===== src/rtl/ex05_pkg.sv =====
`default_nettype none
// ============================================================================
// Module   : ex05_pkg
// Purpose  : Shared constants, types and command decoding for the vending
//            machine credit accumulator.
// Contents : WIDTH, MAX_AMOUNT  - credit width and saturation ceiling (NIS)
//            amount_t           - credit/coin value type
//            cmd_e              - prioritised command seen on a clock edge
//            decode_cmd()       - collapses clear/load/add into one command
// Revision : 1.0 - initial release
// ============================================================================
package ex05_pkg;

    localparam int WIDTH      = 5;
    localparam int MAX_AMOUNT = 31;

    typedef logic [WIDTH-1:0] amount_t;

    typedef enum logic [1:0] {
        CMD_HOLD  = 2'd0,
        CMD_ADD   = 2'd1,
        CMD_LOAD  = 2'd2,
        CMD_CLEAR = 2'd3
    } cmd_e;

    // Several command inputs may be high together; the strongest one wins:
    // clear over load over add. Nothing asserted means hold.
    function automatic cmd_e decode_cmd(input logic i_clear,
                                        input logic i_load,
                                        input logic i_add);
        cmd_e v_cmd;
        if (i_clear) begin
            v_cmd = CMD_CLEAR;
        end else if (i_load) begin
            v_cmd = CMD_LOAD;
        end else if (i_add) begin
            v_cmd = CMD_ADD;
        end else begin
            v_cmd = CMD_HOLD;
        end
        return v_cmd;
    endfunction

endpackage : ex05_pkg
`default_nettype wire


===== src/rtl/ex05_sat_add.sv =====
`default_nettype none
// ============================================================================
// Module   : ex05_sat_add
// Purpose  : Combinational saturating adder for credit values.
// Ports    : a, b  (in)  - unsigned operands
//            sum   (out) - a + b, clamped to MAX_AMOUNT
//            ovf   (out) - high when the true a + b exceeds MAX_AMOUNT
// Revision : 1.0 - initial release
// ============================================================================
module ex05_sat_add #(
    parameter int WIDTH      = ex05_pkg::WIDTH,
    parameter int MAX_AMOUNT = ex05_pkg::MAX_AMOUNT
) (
    input  logic [WIDTH-1:0] a,
    input  logic [WIDTH-1:0] b,
    output logic [WIDTH-1:0] sum,
    output logic             ovf
);

    import ex05_pkg::*;

    localparam logic [WIDTH:0]   c_max_ext = (WIDTH+1)'(MAX_AMOUNT);
    localparam logic [WIDTH-1:0] c_max     = WIDTH'(MAX_AMOUNT);

    // One extra bit of headroom so the true sum never wraps before the
    // comparison against the ceiling.
    logic [WIDTH:0] w_sum_ext;

    assign w_sum_ext = {1'b0, a} + {1'b0, b};
    assign ovf       = (w_sum_ext > c_max_ext);
    assign sum       = ovf ? c_max : w_sum_ext[WIDTH-1:0];

endmodule : ex05_sat_add
`default_nettype wire


===== src/rtl/ex05_accumulator.sv =====
`default_nettype none
// ============================================================================
// Module   : ex05_accumulator
// Purpose  : Vending machine credit register. Holds 0..MAX_AMOUNT NIS and can
//            be cleared, loaded or accumulated with saturation. A sticky
//            overflow flag records any attempt to exceed the ceiling.
// Ports    : clk            (in)  - system clock, rising edge
//            rst            (in)  - asynchronous active-high reset
//            clear          (in)  - zero credit and overflow
//            load           (in)  - credit <= amount (clamped)
//            add            (in)  - credit <= credit + amount (saturating)
//            amount         (in)  - coin/credit value, unsigned NIS
//            stored_amount  (out) - registered credit
//            overflow       (out) - registered sticky overflow flag
// Revision : 1.0 - initial release
// ============================================================================
module ex05_accumulator #(
    parameter int WIDTH      = ex05_pkg::WIDTH,
    parameter int MAX_AMOUNT = ex05_pkg::MAX_AMOUNT
) (
    input  logic             clk,
    input  logic             rst,
    input  logic             clear,
    input  logic             load,
    input  logic             add,
    input  logic [WIDTH-1:0] amount,
    output logic [WIDTH-1:0] stored_amount,
    output logic             overflow
);

    import ex05_pkg::*;

    localparam logic [WIDTH-1:0] c_zero = '0;

    logic [WIDTH-1:0] r_stored;
    logic             r_overflow;

    cmd_e             w_cmd;
    logic [WIDTH-1:0] w_add_sum;
    logic             w_add_ovf;
    logic [WIDTH-1:0] w_load_sum;
    logic             w_load_ovf;
    logic [WIDTH-1:0] w_stored_nxt;
    logic             w_overflow_nxt;

    assign w_cmd = decode_cmd(clear, load, add);

    // Accumulate path: current credit plus incoming amount.
    ex05_sat_add #(
        .WIDTH      (WIDTH),
        .MAX_AMOUNT (MAX_AMOUNT)
    ) u_add_path (
        .a   (r_stored),
        .b   (amount),
        .sum (w_add_sum),
        .ovf (w_add_ovf)
    );

    // Load path: adding to zero reuses the same clamp, so a load above the
    // ceiling saturates and raises overflow exactly like an add would.
    ex05_sat_add #(
        .WIDTH      (WIDTH),
        .MAX_AMOUNT (MAX_AMOUNT)
    ) u_load_clamp (
        .a   (c_zero),
        .b   (amount),
        .sum (w_load_sum),
        .ovf (w_load_ovf)
    );

    always_comb begin
        w_stored_nxt   = r_stored;
        w_overflow_nxt = r_overflow;
        case (w_cmd)
            CMD_CLEAR: begin
                w_stored_nxt   = '0;
                w_overflow_nxt = 1'b0;
            end
            CMD_LOAD: begin
                // A load restarts the flag: it reflects only this load.
                w_stored_nxt   = w_load_sum;
                w_overflow_nxt = w_load_ovf;
            end
            CMD_ADD: begin
                // Adds can only set the flag, never clear it.
                w_stored_nxt   = w_add_sum;
                w_overflow_nxt = r_overflow | w_add_ovf;
            end
            default: begin
                w_stored_nxt   = r_stored;
                w_overflow_nxt = r_overflow;
            end
        endcase
    end

    always_ff @(posedge clk or posedge rst) begin
        if (rst) begin
            r_stored   <= '0;
            r_overflow <= 1'b0;
        end else begin
            r_stored   <= w_stored_nxt;
            r_overflow <= w_overflow_nxt;
        end
    end

    assign stored_amount = r_stored;
    assign overflow      = r_overflow;

endmodule : ex05_accumulator
`default_nettype wire


===== config.mk =====
export PLATFORM = sky130hd
export DESIGN_NAME = ex05_accumulator
export DESIGN_NICKNAME = d
export VERILOG_FILES = /design/src/rtl/ex05_pkg.sv /design/src/rtl/ex05_sat_add.sv /design/src/rtl/ex05_accumulator.sv
export SDC_FILE = /design/constraint.sdc
export NUM_CORES = 1
export LEC_CHECK = 0
export ABC_CLOCK_PERIOD_IN_PS = 2000
export BUFFER_PORTS_ARGS = -buffer_cell sky130_fd_sc_hd__buf_2
export CAP_MARGIN = 10
export CORE_AREA = 2 2 39 41
export CTS_BUF_LIST = sky130_fd_sc_hd__clkbuf_16
export DETAILED_ROUTE_END_ITERATION = 6
export DIE_AREA = 0 0 41 43
export MAX_ROUTING_LAYER = met4
export PLACE_DENSITY = 0.68
export SETUP_SLACK_MARGIN = 0.05
export SYNTH_ARGS = -nofsm -noshare
export SYNTH_HDL_FRONTEND = slang
export SYNTH_SLANG_ARGS = --single-unit
export TNS_END_PERCENT = 1

===== constraint.sdc =====
create_clock -name clk -period 2 [get_ports clk]
set_input_delay 0.2 -clock clk [delete_from_list [all_inputs] [get_ports clk]]
set_output_delay 0.2 -clock clk [all_outputs]
set_load 0.05 [all_outputs]

==> summary.txt, run 1 <==
Outcome: finished clean
1st-pass router iterations: 4
Sequential-to-total area share from yosys stat: 0.2620
Grt ovf: 0
Slew headroom: 0.8101
Critical path data required time: 2.11 ns
CP Data Arrival Time: 1.83 ns
Hpwl dp: 979.1 um
Width of the die: 41 um
Area growth, synth to finish: 32.10%
First-pass GRT wire length: 2042 um
Vias after detailed routing: 537
Number of I/O pins: 16
Setup WS pre-CTS: 0.2518 ns
DIE AREA: 1763 sq um
Final WS setup: 0.2830 ns
Final Wtd Congestion: 0.7835
Slew @ Worst Pin: 0.2845 ns
Post-CTS Setup Bufs: 0
Met1 usage: 0.2262
Post-Syn Nets: 83
GR Layer Usage met2: 0.2406
Fmax: 582.4 MHz
GRT busiest layer: met2
Cell row count: 14
Min-delay src: amount[2]
H-Tree Depth: 1
Register bit total from synthesis: 6
Netlist Area Pre-Place: 573.1 sq um
Via density: 5.424
Leak pwr: 0.4565 nW
Most frequent cells in the layout: buf_2 (15), ha_1 (8), inv_1 (7)
Most common cell after layout, fill and taps aside: buf_2
Routing usage on met3: 0.07853
Chip Height: 43 um
Antenna cells: 0
Port Buf Inserts: 15
Setup TNS: 0 ns
Drt total wl: 1277 um
Cell variety after synth: 25
Initial antenna violation count: 0
Setup Viol. Count Final: 0
Synthesized area per cell: 8.954 sq um
Worst vdd ir: 0.6448 mV
Clk root buf: clkbuf_16
Synth Warn #: 0
Final Hold Vio Count: 0
Largest net degree at the start of global routing: 9
Layout cells sized above 1: 0.2771
CTS sink cnt: 6
Vias in the first global route: 523
Critical Path End Type: register
Syn Inst Count: 64
Final #Nets: 104
Worst Path Max Fanout: 3
Fin util: 0.5470
Minimum clock period after layout: 1.717 ns
Drt drc: 0
Clock-pin slew on the worst setup and hold paths: 0.03 ns
Hold crit path type: in -> reg
Power density over the cells: 810.0 nW/um^2
Setup CP Type: reg -> reg
TritonCTS clock tree: yes
GRT Util Overall: 0.1853
Drt first-iter violations: 6
RSZ-0062 raised after global routing: false
Worst-Skew Late Latency: 0.23 ns
R2r startpoint: stored_amount[0]$_DFFE_PP0P_
Slew Limit Fails: 0
Antenna-violating nets left: 0
Routed len/inst: 12.90 um
Crit path from: stored_amount[0]$_DFFE_PP0P_
Core box area: 1384 sq um
Post-CTS Resized: 0
Crit start category: register
Clock buffer depth: 2
Worst Clk Skew: 0.001839 ns
Initial core utilization: 0.4141
Number of CTS-inserted buffers: 3
Number of max-cap violations: 0
Tcrit/Tclk final: 0.8585
-- logic make-up (layout without fill, tap and decap cells) --
kind of cell / after synthesis / in the layout / share of synthesized area
buf+inv: 8 / 27 / 0.05240
mux: 1 / 1 / 0.01747
xor+xnor: 2 / 2 / 0.03057
fa+ha+maj: 9 / 9 / 0.2096
simple gates: 17 / 17 / 0.1528
compound gates: 21 / 21 / 0.2751
flops: 6 / 6 / 0.2620
-- registers in the layout, summed over array words and instances (netlist names) --
name / flops
stored_amount: 5
overflow: 1
-- synthesized netlist by cell type --
cell	n	area, sq um
a21oi_1	6	30.03
dfrtp_1	6	150.1
a21oi_4	1	16.27
a21o_1	3	22.52
ha_1	8	100.1
or2b_1	1	7.510
inv_1	7	26.28
o22a_1	1	8.760
a221oi_2	1	15.01
xor2_1	1	8.760
and3_1	1	6.260
or2_2	1	6.260
and2_1	1	6.260
a22oi_1	1	7.510
nor2_1	6	22.52
fa_1	1	20.02
a31oi_1	5	31.28
nor3_1	1	5.000
nor2b_1	1	6.260
clkbuf_1	1	3.750
a211o_1	3	26.28
nand2_1	4	15.01
mux2i_1	1	10.01
xnor2_1	1	8.760
nand4_2	1	12.51
-- cell type report --
cell class / count / area [sq um]
fill: 133 / 626.9
clock buffer: 3 / 75.07
multi-input combinational: 50 / 392.9
sequential: 6 / 150.1
tap: 16 / 20.02
inverter: 7 / 26.28
timing repair buffer: 17 / 92.59
-- routing by layer --
layer  vias up  wire (um)
li1        271          -
met1       249        590
met2        12        585
met3         5         67
met4         0         33
met5         -          0
-- path summary, 6_finish.rpt --
check	slack (ns)	end	cells past startpoint
min in group asynchronous	0.45	stored_amount[4]$_DFFE_PP0P_	3
setup reg to reg	0.28	stored_amount[2]$_DFFE_PP0P_	5
hold reg to reg	0.48	overflow$_DFFE_PP0P_	1
setup / recovery	0.28	stored_amount[2]$_DFFE_PP0P_	5
hold / removal	0.32	stored_amount[2]$_DFFE_PP0P_	4
max in group asynchronous	1.33	stored_amount[1]$_DFFE_PP0P_	3
-- what timing repair did --
action / 4_1_cts / 5_1_grt
hold buffers: 1 / 0
endpoints found under the hold margin: 6 / 0
endpoints found under the setup margin: 0 / 0
-- per-stage QoR --
step / hold slack [ns] / total power, mW / std cells / area, sq um
floorplan: -0.009041 / 0.2445 / 64 / 573.1
global placement: 0.1355 / 0.2795 / 95 / 671.9
detailed placement: 0.1412 / 0.2817 / 95 / 671.9
CTS: 0.3162 / 0.6225 / 99 / 757.0
global route: 0.3462 / 0.6451 / 99 / 757.0
finish: 0.3177 / 0.6132 / 99 / 757.0
-- report_power, final --
| group | switching [mW] | internal, mW |
|---|---|---|
| Sequential | 0.00689 | 0.130 |
| Clock | 0.0737 | 0.257 |
| Combinational | 0.0908 | 0.0550 |
-- worst max-delay path: stages (launching register included) --
cell	delay, ns
dfrtp_1	0.39
ha_1	0.22
fa_1	0.42
xnor2_1	0.20
a31oi_1	0.10
a211o_1	0.28
Power figures use the tool's default switching activity.
==> inputs of run 2 (changes only) <==
==> constraint.sdc (replaced) <==
create_clock -name clk -period 2 [get_ports clk]
set_input_delay 0.3 -clock clk [delete_from_list [all_inputs] [get_ports clk]]
set_output_delay 0.3 -clock clk [all_outputs]
set_load 0.05 [all_outputs]
==> summary.txt, run 2 (synthesized netlist as in run 1, its figures left out) <==
Port Buf Inserts: 15
Most common cell after layout, fill and taps aside: buf_2
RSZ-0062 raised after global routing: false
WL met3: 64 um
Max stage delay on crit path: 0.40 ns
Routed len/inst: 12.48 um
Met1 wire length: 578 um
Vias in the first global route: 525
Outcome: finished clean
Grt ovf: 0
DR top layer: met4
Worst vdd ir: 0.5185 mV
Largest net degree at the start of global routing: 7
Final Hold Vio Count: 0
Critical path data required time: 2.11 ns
Initial core utilization: 0.4141
1st-pass router iterations: 4
Number of I/O pins: 16
Drt first-iter violations: 2
Vias after detailed routing: 530
Setup CP Type: reg -> reg
Met2 Routed Length: 575 um
Drt total wl: 1248 um
Final #Nets: 105
Worst Reg-to-Reg Cells: 5
Worst Clk Skew: 0.001330 ns
GRT Util Overall: 0.1992
Buf/Inv on CP: 0
Clk root buf: clkbuf_16
Cell row count: 14
First-pass GRT wire length: 2187 um
Filler cells: 139
Drt drc: 0
Worst-Skew Late Latency: 0.23 ns
Critical Path End Type: register
Via density: 5.300
Layout cells sized above 1: 0.2857
Clock-pin slew on the worst setup and hold paths: 0.03 ns
Delay-heaviest family, CP: compound AO/OA/AOI/OAI gates
Hpwl dp: 992.2 um
DIE AREA: 1763 sq um
Setup TNS: 0 ns
CTS sink cnt: 6
Tcrit/Tclk final: 0.8339
Power density over the cells: 796.5 nW/um^2
Clock buffer depth: 2
CP Data Arrival Time: 1.78 ns
Hold crit path type: in -> reg
TritonCTS clock tree: yes
Setup WS pre-CTS: 0.2620 ns
Number of CTS-inserted buffers: 3
Minimum clock period after layout: 1.668 ns
Most frequent cells in the layout: buf_2 (15), ha_1 (8), inv_1 (7)
Width of the die: 41 um
Critical-path cell list: ha_1 -> a21o_1 -> a21oi_4 -> a31oi_1 -> a211o_1
Post-CTS Resized: 0
Slew headroom: 0.8299
Worst Path Max Fanout: 5
Final WS setup: 0.3323 ns
Critical path's slowest cell: dfrtp_1
Area of the multi-input gates: 392.9 sq um
Number of max-cap violations: 0
Chip Height: 43 um
H-Tree Depth: 1
Area growth, synth to finish: 33.41%
Antenna cells: 0
Slew Limit Fails: 0
Hold Path Depth: 4
FF+latch area: 150.1 sq um
Core box area: 1384 sq um
Fmax: 599.6 MHz
WP depth: 5
Final Wtd Congestion: 0.8267
Crit start category: register
Slew @ Worst Pin: 0.2549 ns
Initial antenna violation count: 0
Antenna-violating nets left: 0
Max reg flops: 5
Leak pwr: 0.4619 nW
Setup Viol. Count Final: 0
## run 2: changes by cell type in the layout (fill, tap and decap cells not counted), sizes merged
cell / change
buf: +1
## run 2: report_power, final
group	total, mW	internal (mW)	switching (mW)
Combinational	0.145	0.0555	0.0899
Sequential	0.136	0.130	0.00666
Clock	0.327	0.257	0.0704
## run 2: routing by layer
layer | track usage | vias to the layer above
met5 | - | -
met4 | 0.1200 | 0
met3 | 0.09424 | 4
met2 | 0.2719 | 8
met1 | 0.2273 | 245
li1 | - | 273
## run 2: timing repair
action	CTS	global route
hold buffers	1	0
endpoints found under the hold margin	6	0
buffers inserted	0	0
## run 2: worst reg2reg max path: cells and delay by family, from the launching register on
family,cells,cell delay [ns]
adder cells (fa/ha/maj),1,0.36
flip-flops,1,0.40
AO/OA/AOI/OAI,4,0.79
## run 2: cell type report
type / count / area share
Multi-Input combinational cell: 50 / 0.5139
Sequential cell: 6 / 0.1964
Inverter: 7 / 0.03437
Tap cell: 16 / 0.02619
Timing Repair Buffer: 18 / 0.1309
Clock buffer: 3 / 0.09820
## run 2: metrics by stage
step / power [mW] / utilization / hold slack (ns) / cell area, sq um / cells
floorplan: 0.2445 / - / 0.09096 / 573.1 / 64
global placement: 0.2797 / 0.4910 / 0.2359 / 679.4 / 96
detailed placement: 0.2820 / 0.4910 / 0.2314 / 679.4 / 96
CTS: 0.6139 / 0.5524 / 0.4069 / 764.5 / 100
global route: 0.6393 / 0.5524 / 0.4375 / 764.5 / 100
finish: 0.6089 / 0.5524 / 0.4046 / 764.5 / 100
## run 2: path summary, 6_finish.rpt
| check | from | to | slack, ns |
|---|---|---|---|
| max | stored_amount[3]$_DFFE_PP0P_ | stored_amount[2]$_DFFE_PP0P_ | 0.33 |
| min | amount[2] | stored_amount[2]$_DFFE_PP0P_ | 0.40 |
| max reg2reg | stored_amount[3]$_DFFE_PP0P_ | stored_amount[2]$_DFFE_PP0P_ | 0.33 |
| min reg2reg | overflow$_DFFE_PP0P_ | overflow$_DFFE_PP0P_ | 0.49 |
| max in group asynchronous | rst | stored_amount[4]$_DFFE_PP0P_ | 1.26 |
| min in group asynchronous | rst | stored_amount[3]$_DFFE_PP0P_ | 0.54 |
